File: src/rtl/dsm_pkg.sv
// Shared constants for the delta-sigma modulator / decimator pair.
// Holds the ternary code map, the default output width and the CIC width helper.
package dsm_pkg;

   localparam logic [1:0] PWM_POS  = 2'b01;
   localparam logic [1:0] PWM_NEG  = 2'b11;
   localparam logic [1:0] PWM_ZERO = 2'b00;
   localparam logic [1:0] PWM_BAD  = 2'b10;

   localparam int DSM_OUT_W = 15;

   // Two bits cover the signed ternary input; each stage adds log2(DECIM) bits of growth.
   function automatic int cicWidth(input int decim, input int order);
      return 2 + order * $clog2(decim);
   endfunction

endpackage

File: src/rtl/dsm_cic_comb.sv
// One CIC comb stage: y = x - (x captured on the previous strobe).
// The subtraction is combinational so a chain of these settles within the strobe cycle.
module dsm_cic_comb #(
   parameter int W = 11
) (
   input  logic                clock,
   input  logic                reset,
   input  logic                stb_i,
   input  logic signed [W-1:0] x_i,
   output logic signed [W-1:0] y_o
);

   logic signed [W-1:0] z_q;

   always_ff @(posedge clock) begin
      if (!reset) begin
         z_q <= '0;
      end else if (stb_i) begin
         z_q <= x_i;
      end
   end

   assign y_o = x_i - z_q;

endmodule

File: src/rtl/dsm_decimator.sv
// CIC decimator that rebuilds signed samples from the ternary pwm stream.
// Integrators run every clock; combs, scaling and saturation act once per DECIM clocks.
module dsm_decimator
   import dsm_pkg::*;
#(
   parameter int DECIM = 8,
   parameter int ORDER = 3,
   parameter int OUT_W = DSM_OUT_W
) (
   input  logic                    clock,
   input  logic                    reset,
   input  logic [1:0]              pwm,
   output logic signed [OUT_W-1:0] vout,
   output logic                    vout_valid,
   output logic                    code_err
);

   localparam int LOGD  = $clog2(DECIM);
   localparam int W     = cicWidth(DECIM, ORDER);
   localparam int SHIFT = OUT_W - 1 - ORDER * LOGD;
   localparam int SW    = OUT_W + 1;

   localparam logic signed [SW-1:0] MAXV = SW'((64'sd1 <<< (OUT_W - 1)) - 64'sd1);
   localparam logic signed [SW-1:0] MINV = -MAXV - SW'(1);

   logic signed [W-1:0]     dec_d;
   logic signed [W-1:0]     integ_q [ORDER];
   logic [LOGD-1:0]         cnt_q;
   logic                    stb;
   logic signed [W-1:0]     combOut;
   logic signed [SW-1:0]    scaled;
   logic signed [OUT_W-1:0] sat_d;
   logic signed [OUT_W-1:0] vout_q;
   logic                    voutValid_q;
   logic                    codeErr_q;

   // The invalid code contributes nothing to the filter; it only raises the sticky flag.
   always_comb begin
      dec_d = '0;
      case (pwm)
         PWM_POS:  dec_d = W'(1);
         PWM_NEG:  dec_d = '1;
         default:  dec_d = '0;
      endcase
   end

   // Integrators wrap freely; the combs cancel the wrap as long as W covers the gain.
   always_ff @(posedge clock) begin
      if (!reset) begin
         for (int k = 0; k < ORDER; k++) begin
            integ_q[k] <= '0;
         end
      end else begin
         integ_q[0] <= integ_q[0] + dec_d;
         for (int k = 1; k < ORDER; k++) begin
            integ_q[k] <= integ_q[k] + integ_q[k-1];
         end
      end
   end

   always_ff @(posedge clock) begin
      if (!reset) begin
         cnt_q <= '0;
      end else begin
         cnt_q <= cnt_q + LOGD'(1);
      end
   end

   assign stb = (cnt_q == LOGD'(DECIM - 1));

   for (genvar g = 0; g < ORDER; g++) begin : gComb
      logic signed [W-1:0] xIn;
      logic signed [W-1:0] yOut;

      if (g == 0) begin : gFirst
         assign xIn = integ_q[ORDER-1];
      end else begin : gNext
         assign xIn = gComb[g-1].yOut;
      end

      dsm_cic_comb #(
         .W (W)
      ) uComb (
         .clock (clock),
         .reset (reset),
         .stb_i (stb),
         .x_i   (xIn),
         .y_o   (yOut)
      );
   end

   assign combOut = gComb[ORDER-1].yOut;

   // Full-scale positive lands one LSB above the output range, hence the clamp.
   always_comb begin
      scaled = SW'(combOut) <<< SHIFT;
      sat_d  = scaled[OUT_W-1:0];
      if (scaled > MAXV) begin
         sat_d = MAXV[OUT_W-1:0];
      end else if (scaled < MINV) begin
         sat_d = MINV[OUT_W-1:0];
      end
   end

   always_ff @(posedge clock) begin
      if (!reset) begin
         vout_q      <= '0;
         voutValid_q <= 1'b0;
         codeErr_q   <= 1'b0;
      end else begin
         voutValid_q <= stb;
         if (stb) begin
            vout_q <= sat_d;
         end
         if (pwm == PWM_BAD) begin
            codeErr_q <= 1'b1;
         end
      end
   end

   assign vout       = vout_q;
   assign vout_valid = voutValid_q;
   assign code_err   = codeErr_q;

endmodule

File: config.mk
export PLATFORM = sky130hd
export DESIGN_NAME = dsm_decimator
export DESIGN_NICKNAME = d
export VERILOG_FILES = /design/src/rtl/dsm_pkg.sv /design/src/rtl/dsm_cic_comb.sv /design/src/rtl/dsm_decimator.sv
export SDC_FILE = /design/constraint.sdc
export NUM_CORES = 1
export LEC_CHECK = 0
export ABC_AREA = 1
export ABC_CLOCK_PERIOD_IN_PS = 6000
export CORE_ASPECT_RATIO = 0.8
export CORE_MARGIN = 2
export CORE_UTILIZATION = 45
export DETAILED_ROUTE_END_ITERATION = 10
export SLEW_MARGIN = 20
export SYNTH_ARGS = -nofsm -noshare
export SYNTH_HDL_FRONTEND = slang
export SYNTH_SLANG_ARGS = --single-unit
export TNS_END_PERCENT = 1
File: constraint.sdc
create_clock -name clock -period 6 [get_ports clock]
set_clock_uncertainty 0.15 [all_clocks]
set_input_delay 0.9 -clock clock [delete_from_list [all_inputs] [get_ports clock]]
set_output_delay 0.9 -clock clock [all_outputs]
set_load 0.01 [all_outputs]
==> out/results.tsv, run 1 <==
metric	value	unit
cp-end-kind	flip-flop	
worstHoldStart	cnt_q[0]$_SDFF_PN0_	
htree_levels	3	
synth-simple-area-share	15.7	%
worst_slew_margin_rel	53.0	%
r2r_start	integ_q[0][22]$_SDFF_PN0_	
final_cell_area	5920	sq um
antenna_cells	0	
setup_viol	0	
cp_data_required_time	6.07	ns
cts_resized	0	
worst_pin_slew	0.688	ns
drtIter0Drc	248	
rows	35	
max_freq	195	MHz
final_cell_mix	inv_1 (129), nand2_1 (90), a21oi_1 (89), dfxtp_1 (82), o21ai_0 (63)	
layout_commonest_cell	inv_1	
clkTransAtPathRegs	0.06	ns
postCtsSetupBuffers	0	
coreArea	11500	sq um
max_cap_viol_count	0	
crit_path_end	vout[9]$_SDFFE_PN0P_	
dpl_cell_area	5620	sq um
drc	0	
cp_data_arrival_time	5.19	ns
status	finished, final reports clean	
max_stage_delay	0.62	ns
grt.overflow.total	0	
via_per_inst	5.04	
grt_max_degree	53	
async_reset_ff_share	0	%
min_path_type	reg -> reg	
ys_seq_area_share	30.9	%
clock_latency	0.34	ns
hold_depth	1	
setup-tns-final	0	ns
slowest_stage	a2111oi_0	
r2r_end	vout[9]$_SDFFE_PN0P_	
rrSetupSlack	0.88	ns
ys_seq_elements	82	
rsz0062_at_grt	false	
critical_path_class	reg -> reg	
synth-edff-count	0	
num_io_pins	21	
synth_compound_area_share	20.8	%
critPathMaxFanout	6	
cts_sinks	82	
utilization	51.4	%
ff2ff_path_depth	26	
synth.mux.area_fraction	0	%
start_util	46.1	%
hold_buffers	0	
totalWireLength	10.7	mm
antenna_found_initial	0	
syn2layout_area_growth	11.4	%
synth-adder-area-share	16.9	%
detail_route.first_pass.iterations	5	
cp-start-kind	flip-flop	
hold_viol	0	
hpwl	7.81	mm
yosysWarningCount	0	
synthXorXnorAreaFrac	4.59	%
layout_min_cycle_time	5.12	ns
die-area	12700	sq um
crit_start	integ_q[0][22]$_SDFF_PN0_	
synth.cell_area	5310	sq um
syn_nets	777	
cts-buffers-inserted	9	
syn_area_per_cell	7.53	sq um
worst_slack	0.875	ns
cts_buffer_depth	2	
wl_per_cell	12.3	um
cts-root-buf	clkbuf_16	
ys_dominant_reg_cell	dfxtp_1	
gp_congestion	0.846	
grt_pass1_wl	19.3	mm
track_usage	18.5	%
synthCells	705	
vias	4392	
synth_top_family_by_area	compound AO/OA/AOI/OAI gates	
layout.nets	791	
die_h	101	um
grt_pass1_vias	4222	
post-route-period-util	85.4	%
synth_cell_type_count	38	
io_buffers	20	
drive_gt1_share	7.32	%
die_w	125	um
place_ws	0.967	ns
cts_tree	built	
finalMaxSlewViolations	0	
postRouteAntennaNets	0	
## flip-flops by register name (all words and copies together) (netlist names)
| signal | flops |
|---|---|
| gComb.uComb.z_q | 33 |
| vout_valid | 1 |
| cnt_q | 3 |
| code_err | 1 |
| integ_q | 33 |
| vout | 11 |
## cell usage after synthesis, types with 2 or more instances
cell | instances | area, sq um
inv_1 | 129 | 484
nand2_1 | 90 | 338
a21oi_1 | 89 | 445
dfxtp_1 | 82 | 1640
o21ai_0 | 63 | 315
ha_1 | 62 | 776
nor2_1 | 40 | 150
xor2_1 | 21 | 184
nand3_1 | 16 | 80.1
clkbuf_1 | 14 | 52.6
a31oi_1 | 9 | 56.3
nand2_2 | 9 | 56.3
nand3_2 | 8 | 80.1
a21oi_2 | 7 | 61.3
fa_1 | 6 | 120
o21a_1 | 6 | 45.0
buf_4 | 5 | 37.5
nor3_1 | 5 | 25.0
o21bai_1 | 5 | 37.5
xnor2_1 | 5 | 43.8
a211oi_1 | 4 | 30.0
o21ai_1 | 4 | 20.0
o31ai_1 | 4 | 30.0
nand2_4 | 3 | 33.8
a21o_1 | 2 | 15.0
buf_1 | 2 | 7.51
nand3_4 | 2 | 35.0
o2111ai_1 | 2 | 17.5
o211ai_1 | 2 | 15.0
## worst min-delay path by stage
stage               slack (ns)                   to
floorplan                 0.25  cnt_q[0]$_SDFF_PN0_
global placement          0.26  cnt_q[0]$_SDFF_PN0_
detailed placement        0.26  cnt_q[0]$_SDFF_PN0_
CTS                       0.27  cnt_q[0]$_SDFF_PN0_
global route              0.28  cnt_q[0]$_SDFF_PN0_
finish                    0.27  cnt_q[0]$_SDFF_PN0_
## stage by stage
step / hold slack (ns) / cells
6_report: 0.271 / 872
5_1_grt: 0.283 / 872
4_1_cts: 0.271 / 872
3_5_place_dp: 0.262 / 856
3_3_place_gp: 0.261 / 856
2_1_floorplan: 0.249 / 705
## cell families after synthesis
group                    after synthesis
AO/OA/AOI/OAI                        199
XOR/XNOR                              27
flip-flops                            82
buffers and inverters                151
AND/OR/NAND/NOR                      178
adder cells (fa/ha/maj)               68
## layer usage
layer | vias up | wire (um) | track usage [%]
met5 | - | 0 | 0
met4 | 0 | 108 | 4.53
met3 | 11 | 404 | 4.49
met2 | 54 | 4200 | 27.8
met1 | 1974 | 5990 | 26.8
li1 | 2353 | - | -
## area by class of cell
class	instances	area, sq um
Sequential cell	82	1640
Tap cell	148	185
Timing Repair Buffer	24	225
Clock buffer	11	233
Fill cell	1102	5600
Clock inverter	5	62.6
Inverter	130	490
Multi-Input combinational cell	472	3080
## worst max-delay path: cells and delay by family, from the launching register on
| family | cells | cell delay, ns |
|---|---|---|
| AOI/OAI and AO/OA | 5 | 1.29 |
| adders and majority gates | 4 | 1.27 |
| and+or+nand+nor | 11 | 1.14 |
| xor gates and xnor gates | 2 | 0.49 |
| buffers and inverters | 4 | 0.35 |
| DFF | 1 | 0.31 |
Power of run 1 is left out: the tool's default activity adds up to more than one toggle a clock period on the data nets, which glitch-free logic cannot reach.
==> run 2: changes to the inputs <==
--- a/config.mk
+++ b/config.mk
@@ -11,7 +11,7 @@
 export CORE_MARGIN = 2
 export CORE_UTILIZATION = 45
 export DETAILED_ROUTE_END_ITERATION = 10
-export SLEW_MARGIN = 20
+export RECOVER_POWER = 50
 export SYNTH_ARGS = -nofsm -noshare
 export SYNTH_HDL_FRONTEND = slang
 export SYNTH_SLANG_ARGS = --single-unit
==> run 2 against run 1 <==
The flow now finishes with violations (max-capacitance violations, max-slew violations). Die area is the same. Flip-flop and latch count is the same. Via count increased by 0.20%. Setup slack worse by 0.054 ns. Cell count did not move. First-iteration DRC count is 22% higher. Critical endpoint is now vout[11]$_SDFFE_PN0P_. Register-to-register slack worse by 0.05 ns. Utilization down 0.065 points. Non-clock buffer count unchanged. Cell area is 0.13% lower. Wire length increased by 0.23%.
==> out/results.tsv, run 2 (synthesized netlist as in run 1, its figures left out) <==
metric	value	unit	change
antenna_cells	0		unchanged
setup-tns-final	0	ns	unchanged
stdcell_count	872		unchanged
cp_data_required_time	6.00	ns	-0.07 ns
ff2ff_path_depth	26		unchanged
post-route-period-util	86.3	%	+0.90 points
r2r_end	vout[11]$_SDFFE_PN0P_		
cts-buffers-inserted	9		unchanged
finalMaxSlewViolations	83		+83
coreArea	11500	sq um	unchanged
cts_sinks	82		unchanged
clock_latency	0.34	ns	about the same
syn2layout_area_growth	11.3	%	
antenna_found_initial	0		unchanged
cp_data_arrival_time	5.18	ns	about the same
setup_viol	0		unchanged
track_usage	18.5	%	unchanged
htree_levels	3		unchanged
drive_gt1_share	7.04	%	-0.28 points
die-area	12700	sq um	unchanged
rrSetupSlack	0.82	ns	-0.05 ns
cp-end-kind	flip-flop		
layout.nets	791		unchanged
layout_commonest_cell	inv_1		
start_util	46.1	%	unchanged
via_per_inst	5.05		+0.20%
die_w	125	um	unchanged
status	finished, violations left		
cts_buffer_depth	2		unchanged
detail_route.first_pass.iterations	5		unchanged
min_path_type	reg -> reg		
clkTransAtPathRegs	0.06	ns	about the same
rsz0062_at_grt	false		
rows	35		unchanged
hpwl	7.81	mm	unchanged
grt.overflow.total	0		unchanged
drtIter0Drc	302		+22%
grt_pass1_wl	19.3	mm	unchanged
wl_per_cell	12.3	um	+0.23%
max_cap_viol_count	2		+2
holdPathEnd	cnt_q[0]$_SDFF_PN0_		
gp_congestion	0.846		unchanged
grt_max_degree	53		unchanged
vias	4401		+0.20%
worstHoldStart	cnt_q[0]$_SDFF_PN0_		
cts_resized	0		unchanged
drc	0		unchanged
postCtsSetupBuffers	0		unchanged
final_cell_mix	inv_1 (129), nand2_1 (90), a21oi_1 (89), dfxtp_1 (82), o21ai_0 (63)		
cts-root-buf	clkbuf_16		
utilization	51.3	%	-0.065 points
violations	max-capacitance violations, max-slew violations		
die_h	101	um	unchanged
worst_pin_slew	2.23	ns	+1.54 ns
dp.cells	856		unchanged
critPathMaxFanout	6		unchanged
grt_pass1_vias	4222		unchanged
critical_path_class	reg -> reg		
hold_depth	1		unchanged
cp-start-kind	flip-flop		
max_freq	193	MHz	-1.0%
cts_tree	built		
num_io_pins	21		unchanged
io_buffers	20		unchanged
postRouteAntennaNets	0		unchanged
r2r_start	integ_q[0][22]$_SDFF_PN0_		
worst_slew_margin_rel	-48.5	%	-100 points
hold_viol	0		unchanged
n_fill_cell	1104		+0.18%
hold_buffers	0		unchanged
layout_min_cycle_time	5.18	ns	+0.0541 ns
totalWireLength	10.7	mm	+0.23%
==> run 2: changes by cell type in the layout (fill, tap and decap cells not counted), sizes merged <==
cell	delta
clkdlybuf4s50	-6
clkbuf	+2
buf	-2
dlygate4sd3	+6
==> run 2: critical path: stages (launching register included) <==
cell and delay, ns:
dfxtp_1 0.31, inv_1 0.07, ha_1 0.16, inv_1 0.07
fa_1 0.44, a31oi_1 0.27, xnor2_1 0.17, ha_1 0.31
nand2_1 0.11, nor2_1 0.06, a2111oi_0 0.62, nor2_1 0.08
o21ai_0 0.23, nand3_1 0.10, nand2_1 0.10, inv_1 0.05
ha_1 0.36, nand2_1 0.10, nor3_1 0.20, nand3_1 0.11
o2111ai_1 0.12, xor2_1 0.32, inv_1 0.16, nand2_4 0.12
nand2_1 0.05, nand2_1 0.08, a21oi_2 0.05
==> run 2: layout make-up <==
| cell class | instances | area [sq um] | area share, % |
|---|---|---|---|
| multi-input combinational | 472 | 3080 | 52.1 |
| inverter | 130 | 490 | 8.30 |
| sequential | 82 | 1640 | 27.8 |
| clock inverter | 5 | 62.6 | 1.06 |
| timing repair buffer | 24 | 218 | 3.68 |
| tap | 148 | 185 | 3.13 |
| clock buffer | 11 | 233 | 3.94 |
==> run 2: worst max-delay path by stage <==
stage | cells after the start | start | end | slack, ns
after floorplan | 26 | integ_q[0][22]$_SDFF_PN0_ | vout[9]$_SDFFE_PN0P_ | 1.45
after global placement | 26 | integ_q[0][22]$_SDFF_PN0_ | vout[9]$_SDFFE_PN0P_ | 1.10
after detailed placement | 26 | integ_q[0][22]$_SDFF_PN0_ | vout[10]$_SDFFE_PN0P_ | 0.97
after CTS | 26 | integ_q[0][22]$_SDFF_PN0_ | vout[10]$_SDFFE_PN0P_ | 0.92
after global routing | 26 | integ_q[0][22]$_SDFF_PN0_ | vout[10]$_SDFFE_PN0P_ | 0.14
final | 26 | integ_q[0][22]$_SDFF_PN0_ | vout[11]$_SDFFE_PN0P_ | 0.82
==> run 2: stage by stage <==
step / setup slack (ns) / instance area [sq um] / hold slack [ns]
after floorplan: 1.45 / 5310 / 0.249
after global placement: 1.10 / 5620 / 0.261
after detailed placement: 0.967 / 5620 / 0.262
after CTS: 0.919 / 5920 / 0.271
after global routing: 0.145 / 5910 / 0.283
final: 0.821 / 5910 / 0.271
==> run 2: routing by layer <==
layer  track usage (%)  vias to the layer above  part of all wire (%)
met1              26.8                     1974                    56
met2              27.8                       59                    39
met5                 0                        -                     0
met4              4.53                        0                   1.1
li1                  -                     2355                     -
met3              4.49                       13                   3.6
Power of run 2 is left out for the same reason.
